===== config.mk =====
export PLATFORM = sky130hd
export DESIGN_NAME = booth_mult_seq_ctrl_flat
export DESIGN_NICKNAME = d
export VERILOG_FILES = /design/src/rtl/booth_mult_seq_ctrl_if.sv /design/src/rtl/booth_mult_seq_ctrl.sv /design/src/flat_wrapper.sv
export SDC_FILE = /design/constraint.sdc
export NUM_CORES = 1
export LEC_CHECK = 0
export ABC_AREA = 1
export BUFFER_PORTS_ARGS = -buffer_cell sky130_fd_sc_hd__buf_2
export CORE_UTILIZATION = 44
export CTS_CLUSTER_DIAMETER = 50
export CTS_CLUSTER_SIZE = 40
export DETAILED_ROUTE_END_ITERATION = 10
export PLACE_DENSITY = 0.75
export SETUP_SLACK_MARGIN = 0.1
export SYNTH_ARGS = -nofsm -noshare
export SYNTH_HDL_FRONTEND = slang
export SYNTH_SLANG_ARGS = --single-unit
export TNS_END_PERCENT = 5

===== constraint.sdc =====
create_clock -name clk -period 1.25 [get_ports clk]
set_clock_uncertainty 0.15 [all_clocks]
set_input_delay 0.125 -clock clk [delete_from_list [all_inputs] [get_ports clk]]
set_output_delay 0.125 -clock clk [all_outputs]
set_load 0.05 [all_outputs]

===== src/rtl/booth_mult_seq_ctrl_if.sv =====
// ---------------------------------------------------------------------------
// booth_mult_seq_ctrl_if
// Operand-in / product-out handshake bundle for booth_mult_seq_ctrl.
//
// Signals:
//   in_valid  : operand pair valid (source -> controller)
//   in_ready  : controller can accept an operand pair
//   in_a      : multiplicand, 2's complement signed
//   in_b      : multiplier, unsigned
//   out_valid : out_prod holds a completed result
//   out_ready : consumer accepts result
//   out_prod  : captured signed product, 2*WIDTH bits
//
// Modports:
//   master : operand source / result consumer side
//   slave  : controller side
// ---------------------------------------------------------------------------
interface booth_mult_seq_ctrl_if #(
    parameter int WIDTH = 8
);
    logic                      in_valid;
    logic                      in_ready;
    logic signed [WIDTH-1:0]   in_a;
    logic        [WIDTH-1:0]   in_b;
    logic                      out_valid;
    logic                      out_ready;
    logic signed [2*WIDTH-1:0] out_prod;

    modport master (
        output in_valid, in_a, in_b, out_ready,
        input  in_ready, out_valid, out_prod
    );

    modport slave (
        input  in_valid, in_a, in_b, out_ready,
        output in_ready, out_valid, out_prod
    );
endinterface


===== src/rtl/booth_mult_seq_ctrl.sv =====
// ---------------------------------------------------------------------------
// booth_mult_seq_ctrl
// Operand-sequencing and result-capture controller for an 8-bit radix-4
// Booth signed x unsigned sequential multiplier. Accepts an operand pair,
// registers it onto the multiplier inputs, pulses load, waits ITER Booth
// iterations plus one settle cycle, then captures and presents the product.
//
// Ports:
//   clk      : rising-edge clock
//   rst      : asynchronous active-low reset (0 = reset)
//   bus      : operand/product handshake (booth_mult_seq_ctrl_if.slave)
//   mul_a    : registered multiplicand to multiplier
//   mul_b    : registered multiplier operand to multiplier
//   mul_load : one-cycle load strobe to multiplier
//   prod_in  : product from multiplier accumulator
//   busy     : high in any state except IDLE
//   done_cnt : completed-handshake counter, wraps 255 -> 0
//
// Configuration macro:
//   BOOTH_SEQ_B2B_EN : when defined, a new operand pair may be accepted in
//                      the same cycle the previous result is taken, skipping
//                      the IDLE cycle between operations.
// ---------------------------------------------------------------------------
module booth_mult_seq_ctrl #(
    parameter int WIDTH = 8,
    parameter int ITER  = 5,
    parameter int CNT_W = 3
) (
    input  logic                      clk,
    input  logic                      rst,
    booth_mult_seq_ctrl_if.slave      bus,
    output logic signed [WIDTH-1:0]   mul_a,
    output logic        [WIDTH-1:0]   mul_b,
    output logic                      mul_load,
    input  logic        [2*WIDTH-1:0] prod_in,
    output logic                      busy,
    output logic        [7:0]         done_cnt
);

    typedef enum logic [2:0] {
        IDLE = 3'd0,
        LOAD = 3'd1,
        RUN  = 3'd2,
        CAPT = 3'd3,
        DONE = 3'd4
    } state_t;

    localparam logic [CNT_W-1:0] CNT_LAST = CNT_W'(ITER - 1);

    state_t           state;
    state_t           state_nxt;
    logic [CNT_W-1:0] cnt;
    logic             accept;
    logic             complete;

    // Next-state logic; accept/complete mark the handshake edges.
    always_comb begin
        state_nxt = state;
        accept    = 1'b0;
        complete  = 1'b0;
        case (state)
            IDLE: begin
                if (bus.in_valid) begin
                    accept    = 1'b1;
                    state_nxt = LOAD;
                end
            end
            LOAD: state_nxt = RUN;
            RUN: begin
                if (cnt == CNT_LAST) begin
                    state_nxt = CAPT;
                end
            end
            CAPT: state_nxt = DONE;
            DONE: begin
                if (bus.out_ready) begin
                    complete  = 1'b1;
                    state_nxt = IDLE;
`ifdef BOOTH_SEQ_B2B_EN
                    if (bus.in_valid) begin
                        accept    = 1'b1;
                        state_nxt = LOAD;
                    end
`endif
                end
            end
            default: state_nxt = IDLE;
        endcase
    end

    // Handshake outputs decode from state only (the b2b build also follows
    // out_ready in DONE so a new pair is only taken alongside the result).
    always_comb begin
`ifdef BOOTH_SEQ_B2B_EN
        bus.in_ready = (state == IDLE) || ((state == DONE) && bus.out_ready);
`else
        bus.in_ready = (state == IDLE);
`endif
    end

    assign bus.out_valid = (state == DONE);
    assign mul_load      = (state == LOAD);
    assign busy          = (state != IDLE);

    always_ff @(posedge clk or negedge rst) begin
        if (!rst) begin
            state <= IDLE;
        end else begin
            state <= state_nxt;
        end
    end

    // Iteration counter: cleared during the load cycle, counts RUN cycles.
    always_ff @(posedge clk or negedge rst) begin
        if (!rst) begin
            cnt <= '0;
        end else if (state == LOAD) begin
            cnt <= '0;
        end else if (state == RUN) begin
            cnt <= cnt + 1'b1;
        end
    end

    // Operand registers only change on an accepted pair, so they stay
    // stable from LOAD through the end of DONE.
    always_ff @(posedge clk or negedge rst) begin
        if (!rst) begin
            mul_a <= '0;
            mul_b <= '0;
        end else if (accept) begin
            mul_a <= bus.in_a;
            mul_b <= bus.in_b;
        end
    end

    // Product captured at the end of the settle cycle, held through DONE.
    always_ff @(posedge clk or negedge rst) begin
        if (!rst) begin
            bus.out_prod <= '0;
        end else if (state == CAPT) begin
            bus.out_prod <= prod_in;
        end
    end

    always_ff @(posedge clk or negedge rst) begin
        if (!rst) begin
            done_cnt <= 8'd0;
        end else if (complete) begin
            done_cnt <= done_cnt + 8'd1;
        end
    end

endmodule


===== src/flat_wrapper.sv =====
// flat-port wrapper written by rule: the top's interface ports become plain ports
module booth_mult_seq_ctrl_flat 
#(
    parameter int WIDTH = 8,
    parameter int ITER  = 5,
    parameter int CNT_W = 3
)
  (clk, rst, mul_a, mul_b, mul_load, prod_in, busy, done_cnt, bus_in_valid, bus_in_a, bus_in_b, bus_out_ready, bus_in_ready, bus_out_valid, bus_out_prod);
  booth_mult_seq_ctrl_if #(.WIDTH(WIDTH)) bus_i ();
  input  logic clk;
  input  logic rst;
  output logic signed [WIDTH-1:0] mul_a;
  output logic        [WIDTH-1:0] mul_b;
  output logic mul_load;
  input  logic        [2*WIDTH-1:0] prod_in;
  output logic busy;
  output logic        [7:0] done_cnt;
  input wire logic [$bits(bus_i.in_valid)-1:0] bus_in_valid;
  input wire logic [$bits(bus_i.in_a)-1:0] bus_in_a;
  input wire logic [$bits(bus_i.in_b)-1:0] bus_in_b;
  input wire logic [$bits(bus_i.out_ready)-1:0] bus_out_ready;
  output wire logic [$bits(bus_i.in_ready)-1:0] bus_in_ready;
  output wire logic [$bits(bus_i.out_valid)-1:0] bus_out_valid;
  output wire logic [$bits(bus_i.out_prod)-1:0] bus_out_prod;
  assign bus_i.in_valid = bus_in_valid;
  assign bus_i.in_a = bus_in_a;
  assign bus_i.in_b = bus_in_b;
  assign bus_i.out_ready = bus_out_ready;
  assign bus_in_ready = bus_i.in_ready;
  assign bus_out_valid = bus_i.out_valid;
  assign bus_out_prod = bus_i.out_prod;
  booth_mult_seq_ctrl #(.WIDTH(WIDTH), .ITER(ITER), .CNT_W(CNT_W)) u_core (.clk(clk), .rst(rst), .bus(bus_i), .mul_a(mul_a), .mul_b(mul_b), .mul_load(mul_load), .prod_in(prod_in), .busy(busy), .done_cnt(done_cnt));
endmodule

# After elaboration in Yosys (flattened, before gate mapping)
# Index checks and enable logic that the tools add are counted.
# op_classes
add_sub_neg,2
n_eq_ne,8
mux,10
reduce_logical,4
# op_table
operator,n
2-to-1 mux 3 bit,5
one-hot mux 3 bit (5 select lines),1
"adder 8 x 1 -> 8 bit, second input constant",1
"equality test 3 x 2 -> 1 bit, second input constant",2
"equality test 3 bit, second input constant",2
2-to-1 mux 1 bit,4
"!= test 2 bit, second input constant",2
"adder 3 x 1 -> 3 bit, second input constant",1
"equality test 3 x 1 -> 1 bit, second input constant",1
logical NOT 3 bit,1
AND reduction 3 bit,1
nonzero test 3 bit,1
"!= test 2 x 1 -> 1 bit, second input constant",1
nonzero test 2 bit,1
# word_totals
ff_bits,46
inputBits,36
output_inout_bits,44
wordCells,30

# Longest topological paths before layout
# Gate-level depths: netlist of run 1.
# depth
word_depth,3
depth_mapped,8
ltp_nobuf,8

# Least setup slack after synthesis of run 1
# Ideal clock, no wire load.
# synth_timing
path_kind,register to register
start,register u_core.done_cnt[0]
end,register u_core.done_cnt[6]
setup_ns,0.118
arrival_time_ns,1.342
required_time_ns,0.982
path_slack_ns,-0.360
path_stages_with_launch,9
n_path_buf,0
period_less_slack_ns,1.610
path_cell_list,dfrtp_1 > ha_1 > nand2_1 > inv_1 > nand2_1 > nand2_1 > nand2_1 > nand2_1 > nand2_1
# synth_between
elab_chain_len,1
# synth_rtl
element,line,text
"start, declared",booth_mult_seq_ctrl.sv:37,output logic [7:0] done_cnt
"start signal, assigned",booth_mult_seq_ctrl.sv:149,done_cnt <= done_cnt + 8'd1;
adder 8 x 1 -> 8 bit,booth_mult_seq_ctrl.sv:149,
# Every way passes these cells.
# A chain may end at the register's enable or synchronous reset.

# Worst setup path after layout of run 1
# layout_timing
start,register u_core.state[2]
end,output port busy
# layout_between
elab_chain_len,1
# layout_rtl
element,line,text
"start, declared",booth_mult_seq_ctrl.sv:50,state_t state;
"start signal, assigned",booth_mult_seq_ctrl.sv:109,state <= state_nxt;
nonzero test 3 bit,booth_mult_seq_ctrl.sv:103,assign busy = (state != IDLE);
"end, declared",flat_wrapper.sv:16,output logic busy;
# Every way passes these cells.

==> summary.md, run 1 <==
| Metric | Value |
|---|---|
| Top area cells in the synthesized netlist | sky130_fd_sc_hd__dfrtp_1, sky130_fd_sc_hd__nand2_1, sky130_fd_sc_hd__o21ai_2 |
| Number of clock sinks | 46 |
| Source of the worst register-to-register timing path | u_core.state[2]$_DFFE_PN0P_ |
| Width of the die | 71.9 µm |
| Placed insts | 390 |
| Critical Path End | busy |
| Transition time at the pin with the least slew margin | 254 ps |
| Int Pwr | 0.00535 W |
| Reg-to-Reg End | u_core.state[0]$_DFFE_PN0P_ |
| Starting DRC count in detailed routing | 93 |
| Initial core utilization | 45.5% |
| Setup Viol. Count Final | 48 |
| Crit path required time | 980 ps |
| Post-layout minimum cycle time | 1470 ps |
| Worst relative slew slack | 83.1% |
| Share of final-layout standard cells stronger than drive strength 1 | 41.0% |
| Layout overhead on the synthesized area | 64.1% |
| Register-to-Register Path Depth | 8 |
| FF+latch count, synth | 46 |
| Area of the core | 4720 µm² |
| Placer Congestion | 0.777 |
| Top-count cell post-synth | sky130_fd_sc_hd__nand2_1 |
| Synth Instances | 237 |
| Average size of a mapped cell | 9.08 µm² |
| Reg clk slew, reported paths | 90 ps |
| Number of max-slew violations in the final report | 0 |
| Antenna violations before repair | 0 |
| Ports placed on the boundary | 80 |
| F_max | 680 MHz |
| Power per cell area | 2900 nW/µm² |
| Fraction of power consumed by the clock network | 13.2% |
| Reg power frac | 26.0% |
| Util after Layout | 74.7% |
| Class of the tightest hold or removal check | primary input to flip-flop |
| Root buffer cell | sky130_fd_sc_hd__clkbuf_8 |
| Final clock period utilization by the worst path | 118% |
| Half-perimeter wire length of the detailed placement result | 3.03 mm |
| Antenna Violating Nets Remaining | 0 |
| Setup crit start kind | flip-flop |
| Max-cap violation count | 0 |
| Final hold viol count | 0 |
| Number of flops mapped to enable cells by yosys | 0 |
| Dominant cell type by area after synthesis | sky130_fd_sc_hd__dfrtp_1 |
| Overflow left after global routing | 0 |
| Area of the die | 5170 µm² |
| DRC | 0 |
| Start point of the critical path | u_core.state[2]$_DFFE_PN0P_ |
| Failing checks | setup timing |
| Fraction of power consumed by combinational cells | 60.8% |
| Arrival time worst endpoint | 1200 ps |
| FILL cells | 317 |
| Gr usage total | 20.6% |
| Top flip-flop cell by instance count after synthesis | sky130_fd_sc_hd__dfrtp_1 |
| H-tree depth | 2 |
| RSZ-0062 raised after global routing | true |
| Non-Filler Instances | 438 |
| Worst reg2reg setup slack | -210 ps |
| Global-route wire length before repair | 8.27 mm |
| Most instantiated cells after synthesis | sky130_fd_sc_hd__nand2_1, sky130_fd_sc_hd__dfrtp_1, sky130_fd_sc_hd__inv_1, sky130_fd_sc_hd__nand3_1, sky130_fd_sc_hd__o21ai_2 |
| Average detailed-routed wire length per instance | 12.4 µm |
| Run status | finished with violations |
| Vias per cell | 4.51 |
| Number of nets in the finished design | 409 |
| Synthesized net count | 276 |
| Diodes inserted | 0 |
| Maximum clock insertion buffer count | 2 |
| Setup Crit Path Kind | flip-flop to output pin |
| Worst-path maximum fanout | 3 |
| Unique masters post-synth | 22 |
| Net switching fraction of the power | 47.7% |
| Multi-input gate area | 830 µm² |
| Post-synth design cell area | 2150 µm² |
| Portion of the post-synthesis area used by sequential elements | 53.5% |
| Total power of the final layout | 0.0102 W |
| Number of global-route vias before repair | 1926 |
| Final Routed Wirelength | 5.42 mm |
| Die height | 71.9 µm |
| Setup crit end kind | output pin |
| Maximum number of pins on one net before global-route repair | 47 |
| First drt pass iteration count | 4 |
| Port Buf Inserts | 79 |
| Setup slack of the critical path after layout | -221 ps |
| Post-synthesis async set-or-reset flop share | 100% |
| Syn. warnings | 0 |
| Clock Latency Late Sink | 290 ps |
| Number of standard-cell rows in the floorplan | 25 |
| Post-synth top area share | 53.5% |
| TritonCTS clock tree | yes |
| Lkg Pwr | 1.85 nW |
| Num CTS Buffers | 5 |
| Via count | 1976 |
| Switching power total | 0.00489 W |
| Reg area | 1160 µm² |
| Worst vdd rail ir drop | 0.00194 V |
-- worst max-delay path, cell delays in order (launching register included) --
cell	delay (ps)
sky130_fd_sc_hd__dfrtp_1	400
sky130_fd_sc_hd__inv_2	110
sky130_fd_sc_hd__nand2_4	60
sky130_fd_sc_hd__nor2_4	130
sky130_fd_sc_hd__inv_2	60
sky130_fd_sc_hd__buf_8	140
-- worst min-delay path by stage --
stage | from | to | slack (ps) | depth (start not counted)
final | bus_in_valid | u_core.mul_a[4]$_DFFE_PN0P_ | 90 | 4
after global routing | bus_in_valid | u_core.mul_a[2]$_DFFE_PN0P_ | 110 | 4
after CTS | bus_in_valid | u_core.state[0]$_DFFE_PN0P_ | 50 | 5
after detailed placement | rst | u_core.done_cnt[6]$_DFFE_PN0P_ | -30 | 2
after global placement | rst | u_core.done_cnt[5]$_DFFE_PN0P_ | -20 | 2
after floorplan | rst | u_core.bus.out_prod[0]$_DFFE_PN0N_ | -320 | 0
-- final cells by class --
class                      instances  area share (%)
clock inverter                     2            1.70
timing repair buffer             135            33.8
multi-input combinational        149            23.5
inverter                          33            3.51
clock buffer                       6            2.34
tap                               67            2.38
sequential                        46            32.8
-- placed cells by master, fill, tap and decap left out, drive strengths merged, types with 3 or more instances in the layout --
cell         synthesis  layout
dlygate4sd3          0      34
nor2                 8       8
ha                   3       3
nand3               25      25
o21ai               20      20
dfrtp               46      46
buf                  9      97
clkbuf               0      10
inv                 33      33
nand2               87      87
-- metrics by stage --
stage	setup WS (ps)	hold slack (ps)	TNS [ps]	cell area [µm²]
finish	-221	92.8	-5030	3530
global route	-293	111	-8640	3530
CTS	-213	53.2	-4270	3480
detailed placement	-127	-25.1	-2540	2690
global placement	-62.0	-21.3	-1040	2690
floorplan	-208	-321	-1540	2150
-- layer usage --
layer | global-route usage (%) | part of all wire (%)
met2 | 38.8 | 54
met3 | 5.00 | 4.9
met5 | 0 | 0
met4 | 5.88 | 1.2
met1 | 23.1 | 40
-- cells by family after synthesis --
group | after synthesis | synth area share, %
flip-flops | 46 | 53.5
adder cells (fa/ha/maj) | 3 | 1.75
AO/OA/AOI/OAI | 20 | 7.10
XOR/XNOR | 3 | 1.57
AND/OR/NAND/NOR | 123 | 26.4
buffers and inverters | 42 | 9.71
-- flip-flops by register name, summed over array words and instances (netlist names) --
register / cells
u_core.cnt: 3
u_core.mul_b: 8
u_core.done_cnt: 8
u_core.bus.out_prod: 16
u_core.state: 3
u_core.mul_a: 8
-- what timing repair did --
| action | in CTS | in global routing |
|---|---|---|
| hold buffers | 34 | 0 |
| resized for setup | 88 | 10 |
| buffers inserted | 4 | 2 |
| pin swaps | 2 | 3 |
| hold endpoints to repair | 79 | 0 |
| setup endpoints to repair | 90 | 88 |
-- power groups by stage --
stage	clock (W)	sequential, W	combinational [W]
2_1_floorplan	0	0.00448	0.00184
3_3_place_gp	0	0.00254	0.00490
3_5_place_dp	0	0.00255	0.00499
4_1_cts	0.00138	0.00264	0.00602
5_1_grt	0.00143	0.00274	0.00660
6_report	0.00135	0.00267	0.00622
No activity file was read; power rests on OpenSTA's default activity.
==> run 2: changes to the inputs <==
- BUFFER_PORTS_ARGS: -buffer_cell sky130_fd_sc_hd__buf_2 -> -buffer_cell sky130_fd_sc_hd__buf_4
==> run 2 against run 1 <==
Net effect: the flow still finishes with violations (setup timing); count of clock-buffer cells in the layout did not move; non-clock buffer count rose by 1; die area did not move; flip-flop and latch count did not move; largest cell class unchanged; largest power group unchanged.
==> summary.md, run 2 (same netlist as run 1, synthesis figures left out) <==
| Metric | Value |
|---|---|
| Run status | finished with violations (unchanged) |
| Failing checks | setup timing (unchanged) |
| Reg clk slew, reported paths | 90 ps (about the same) |
| Port Buf Inserts | 79 (unchanged) |
| First drt pass iteration count | 5 (was 4) |
| Power per cell area | 2830 nW/µm² (was 2900 nW/µm²) |
| Average detailed-routed wire length per instance | 12.8 µm (was 12.4 µm) |
| Setup slack of the critical path after layout | -284 ps (was -221 ps) |
| Worst-path maximum fanout | 3 (unchanged) |
| FILL cells | 295 (was 317) |
| Width of the die | 71.9 µm (unchanged) |
| Ports placed on the boundary | 80 (unchanged) |
| Setup crit end kind | output pin (unchanged) |
| Num CTS Buffers | 5 (unchanged) |
| Number of clock sinks | 46 (unchanged) |
| Number of max-slew violations in the final report | 0 (unchanged) |
| Placer Congestion | 0.732 (was 0.777) |
| Crit path required time | 980 ps (about the same) |
| Setup Crit Path Kind | flip-flop to output pin (unchanged) |
| TritonCTS clock tree | yes (unchanged) |
| Transition time at the pin with the least slew margin | 288 ps (was 254 ps) |
| Final hold viol count | 0 (unchanged) |
| Worst vdd rail ir drop | 0.00150 V (was 0.00194 V) |
| Arrival time worst endpoint | 1260 ps (was 1200 ps) |
| Reg with most FFs | u_core.bus.out_prod (unchanged) |
| Post-layout minimum cycle time | 1530 ps (was 1470 ps) |
| Area of the core | 4720 µm² (unchanged) |
| Hold path startpoint | bus_in_valid (unchanged) |
| DRC | 0 (unchanged) |
| Final clock period utilization by the worst path | 123% (was 118%) |
| Clock Latency Late Sink | 300 ps (was 290 ps) |
| Global-route wire length before repair | 8.91 mm (was 8.27 mm) |
| Reg-to-Reg End | u_core.mul_b[4]$_DFFE_PN0P_ (was u_core.state[0]$_DFFE_PN0P_) |
| Initial core utilization | 45.5% (unchanged) |
| Commonest non-fill, non-tap cell in the layout | sky130_fd_sc_hd__nand2_1 (unchanged) |
| Half-perimeter wire length of the detailed placement result | 3.10 mm (was 3.03 mm) |
| Diodes inserted | 0 (unchanged) |
| Die height | 71.9 µm (unchanged) |
| Starting DRC count in detailed routing | 128 (was 93) |
| H-tree depth | 2 (unchanged) |
| Root buffer cell | sky130_fd_sc_hd__clkbuf_8 (unchanged) |
| Class of the tightest hold or removal check | primary input to flip-flop (unchanged) |
| Antenna violations before repair | 0 (unchanged) |
| Non-Filler Instances | 439 (was 438) |
| Number of nets in the finished design | 410 (was 409) |
| Number of standard-cell rows in the floorplan | 25 (unchanged) |
| Gr usage total | 22.3% (was 20.6%) |
| Endpoint of the worst hold path | u_core.mul_b[0]$_DFFE_PN0P_ (was u_core.mul_a[4]$_DFFE_PN0P_) |
| Maximum clock insertion buffer count | 2 (unchanged) |
| Via count | 2038 (was 1976) |
| Worst relative slew slack | 80.8% (was 83.1%) |
| Final Routed Wirelength | 5.60 mm (was 5.42 mm) |
| Placed insts | 390 (unchanged) |
| Hold Worst Slack | 62.1 ps (was 92.8 ps) |
| Vias per cell | 4.64 (was 4.51) |
| Overflow left after global routing | 0 (unchanged) |
| Lkg Pwr | 1.87 nW (was 1.85 nW) |
| Largest register FFs | 16 (unchanged) |
| Source of the worst register-to-register timing path | u_core.state[2]$_DFFE_PN0P_ (unchanged) |
| Antenna Violating Nets Remaining | 0 (unchanged) |
| Setup TNS | -5600 ps (was -5030 ps) |
| Maximum number of pins on one net before global-route repair | 47 (unchanged) |
| Register-to-Register Path Depth | 9 (was 8) |
| Setup crit start kind | flip-flop (unchanged) |
| Worst reg2reg setup slack | -240 ps (was -210 ps) |
| Number of global-route vias before repair | 1983 (was 1926) |
| Share of final-layout standard cells stronger than drive strength 1 | 41.4% (was 41.0%) |
| Layout overhead on the synthesized area | 68.6% (was 64.1%) |
| Hold Path Depth | 3 (was 4) |
| Setup Viol. Count Final | 50 (was 48) |
| Highest-count cells in the layout ignoring fill and taps | sky130_fd_sc_hd__nand2_1, sky130_fd_sc_hd__buf_4, sky130_fd_sc_hd__buf_6, sky130_fd_sc_hd__dfrtp_1, sky130_fd_sc_hd__dlygate4sd3_1 (was sky130_fd_sc_hd__nand2_1, sky130_fd_sc_hd__dfrtp_1, sky130_fd_sc_hd__buf_6) |
| F_max | 652 MHz (was 680 MHz) |
| Area of the die | 5170 µm² (unchanged) |
| RSZ-0062 raised after global routing | true (unchanged) |
| Max-cap violation count | 0 (unchanged) |
## run 2: cell types whose count changed in the layout (fill, tap and decap cells not counted), sizes merged
cell,previous run,this run
bufinv,2,1
clkbuf,10,6
clkinvlp,0,1
buf,97,102
## run 2: critical path: stages, from the launching register on
cell and delay [ps]:
sky130_fd_sc_hd__dfrtp_1 400, sky130_fd_sc_hd__inv_2 70, sky130_fd_sc_hd__nand2_2 80, sky130_fd_sc_hd__nor2_4 130, sky130_fd_sc_hd__buf_12 120, sky130_fd_sc_hd__inv_2 30, sky130_fd_sc_hd__buf_6 140
## run 2: layer usage
metal / vias up / share of wire, % / track usage, %
li1: 995 / - / -
met1: 958 / 38 / 25.6
met2: 79 / 55 / 42.1
met3: 6 / 5.3 / 5.28
met4: 0 / 1.1 / 4.58
met5: - / 0 / 0
## run 2: area by class of cell
| cell class | instances | area, µm² | area share (%) |
|---|---|---|---|
| multi-input cells | 149 | 842 | 23.2 |
| clock buffers | 6 | 72.6 | 2.00 |
| repair buffers | 136 | 1310 | 36.2 |
| inverters | 33 | 124 | 3.41 |
| clock inverters | 2 | 37.5 | 1.03 |
| well taps | 67 | 83.8 | 2.31 |
| flip-flops and latches | 46 | 1150 | 31.8 |
## run 2: where the power goes
group          internal [W]  switching (W)
Sequential          0.00214       0.000525
Combinational       0.00255        0.00395
Clock              0.000597       0.000501
## run 2: per-stage QoR
stage / utilization, % / total power (W) / setup WS [ps] / area [µm²]
2_1_floorplan: - / 0.00632 / -208 / 2150
3_3_place_gp: 61.5 / 0.00796 / -54.8 / 2900
3_5_place_dp: 61.5 / 0.00806 / -108 / 2900
4_1_cts: 75.7 / 0.0100 / -284 / 3580
5_1_grt: 76.8 / 0.0108 / -344 / 3630
6_report: 76.8 / 0.0103 / -284 / 3630
## run 2: timing repair
item                       CTS  global route
hold endpoints to repair    79             0
setup buffers                6             1
setup endpoints to repair   89            90
hold buffers                34             0
resized for setup           50            10
pin swaps                    4             5
## run 2: how the worst max path moves through the flow
| stage | startpoint | end | depth (start not counted) |
|---|---|---|---|
| after global placement | u_core.state[2]$_DFFE_PN0P_ | u_core.mul_b[0]$_DFFE_PN0P_ | 6 |
| after floorplan | u_core.state[0]$_DFFE_PN0P_ | busy | 6 |
| after CTS | u_core.state[2]$_DFFE_PN0P_ | busy | 6 |
| after detailed placement | u_core.state[0]$_DFFE_PN0P_ | u_core.mul_a[4]$_DFFE_PN0P_ | 6 |
| final | u_core.state[2]$_DFFE_PN0P_ | busy | 6 |
| after global routing | u_core.state[2]$_DFFE_PN0P_ | busy | 6 |
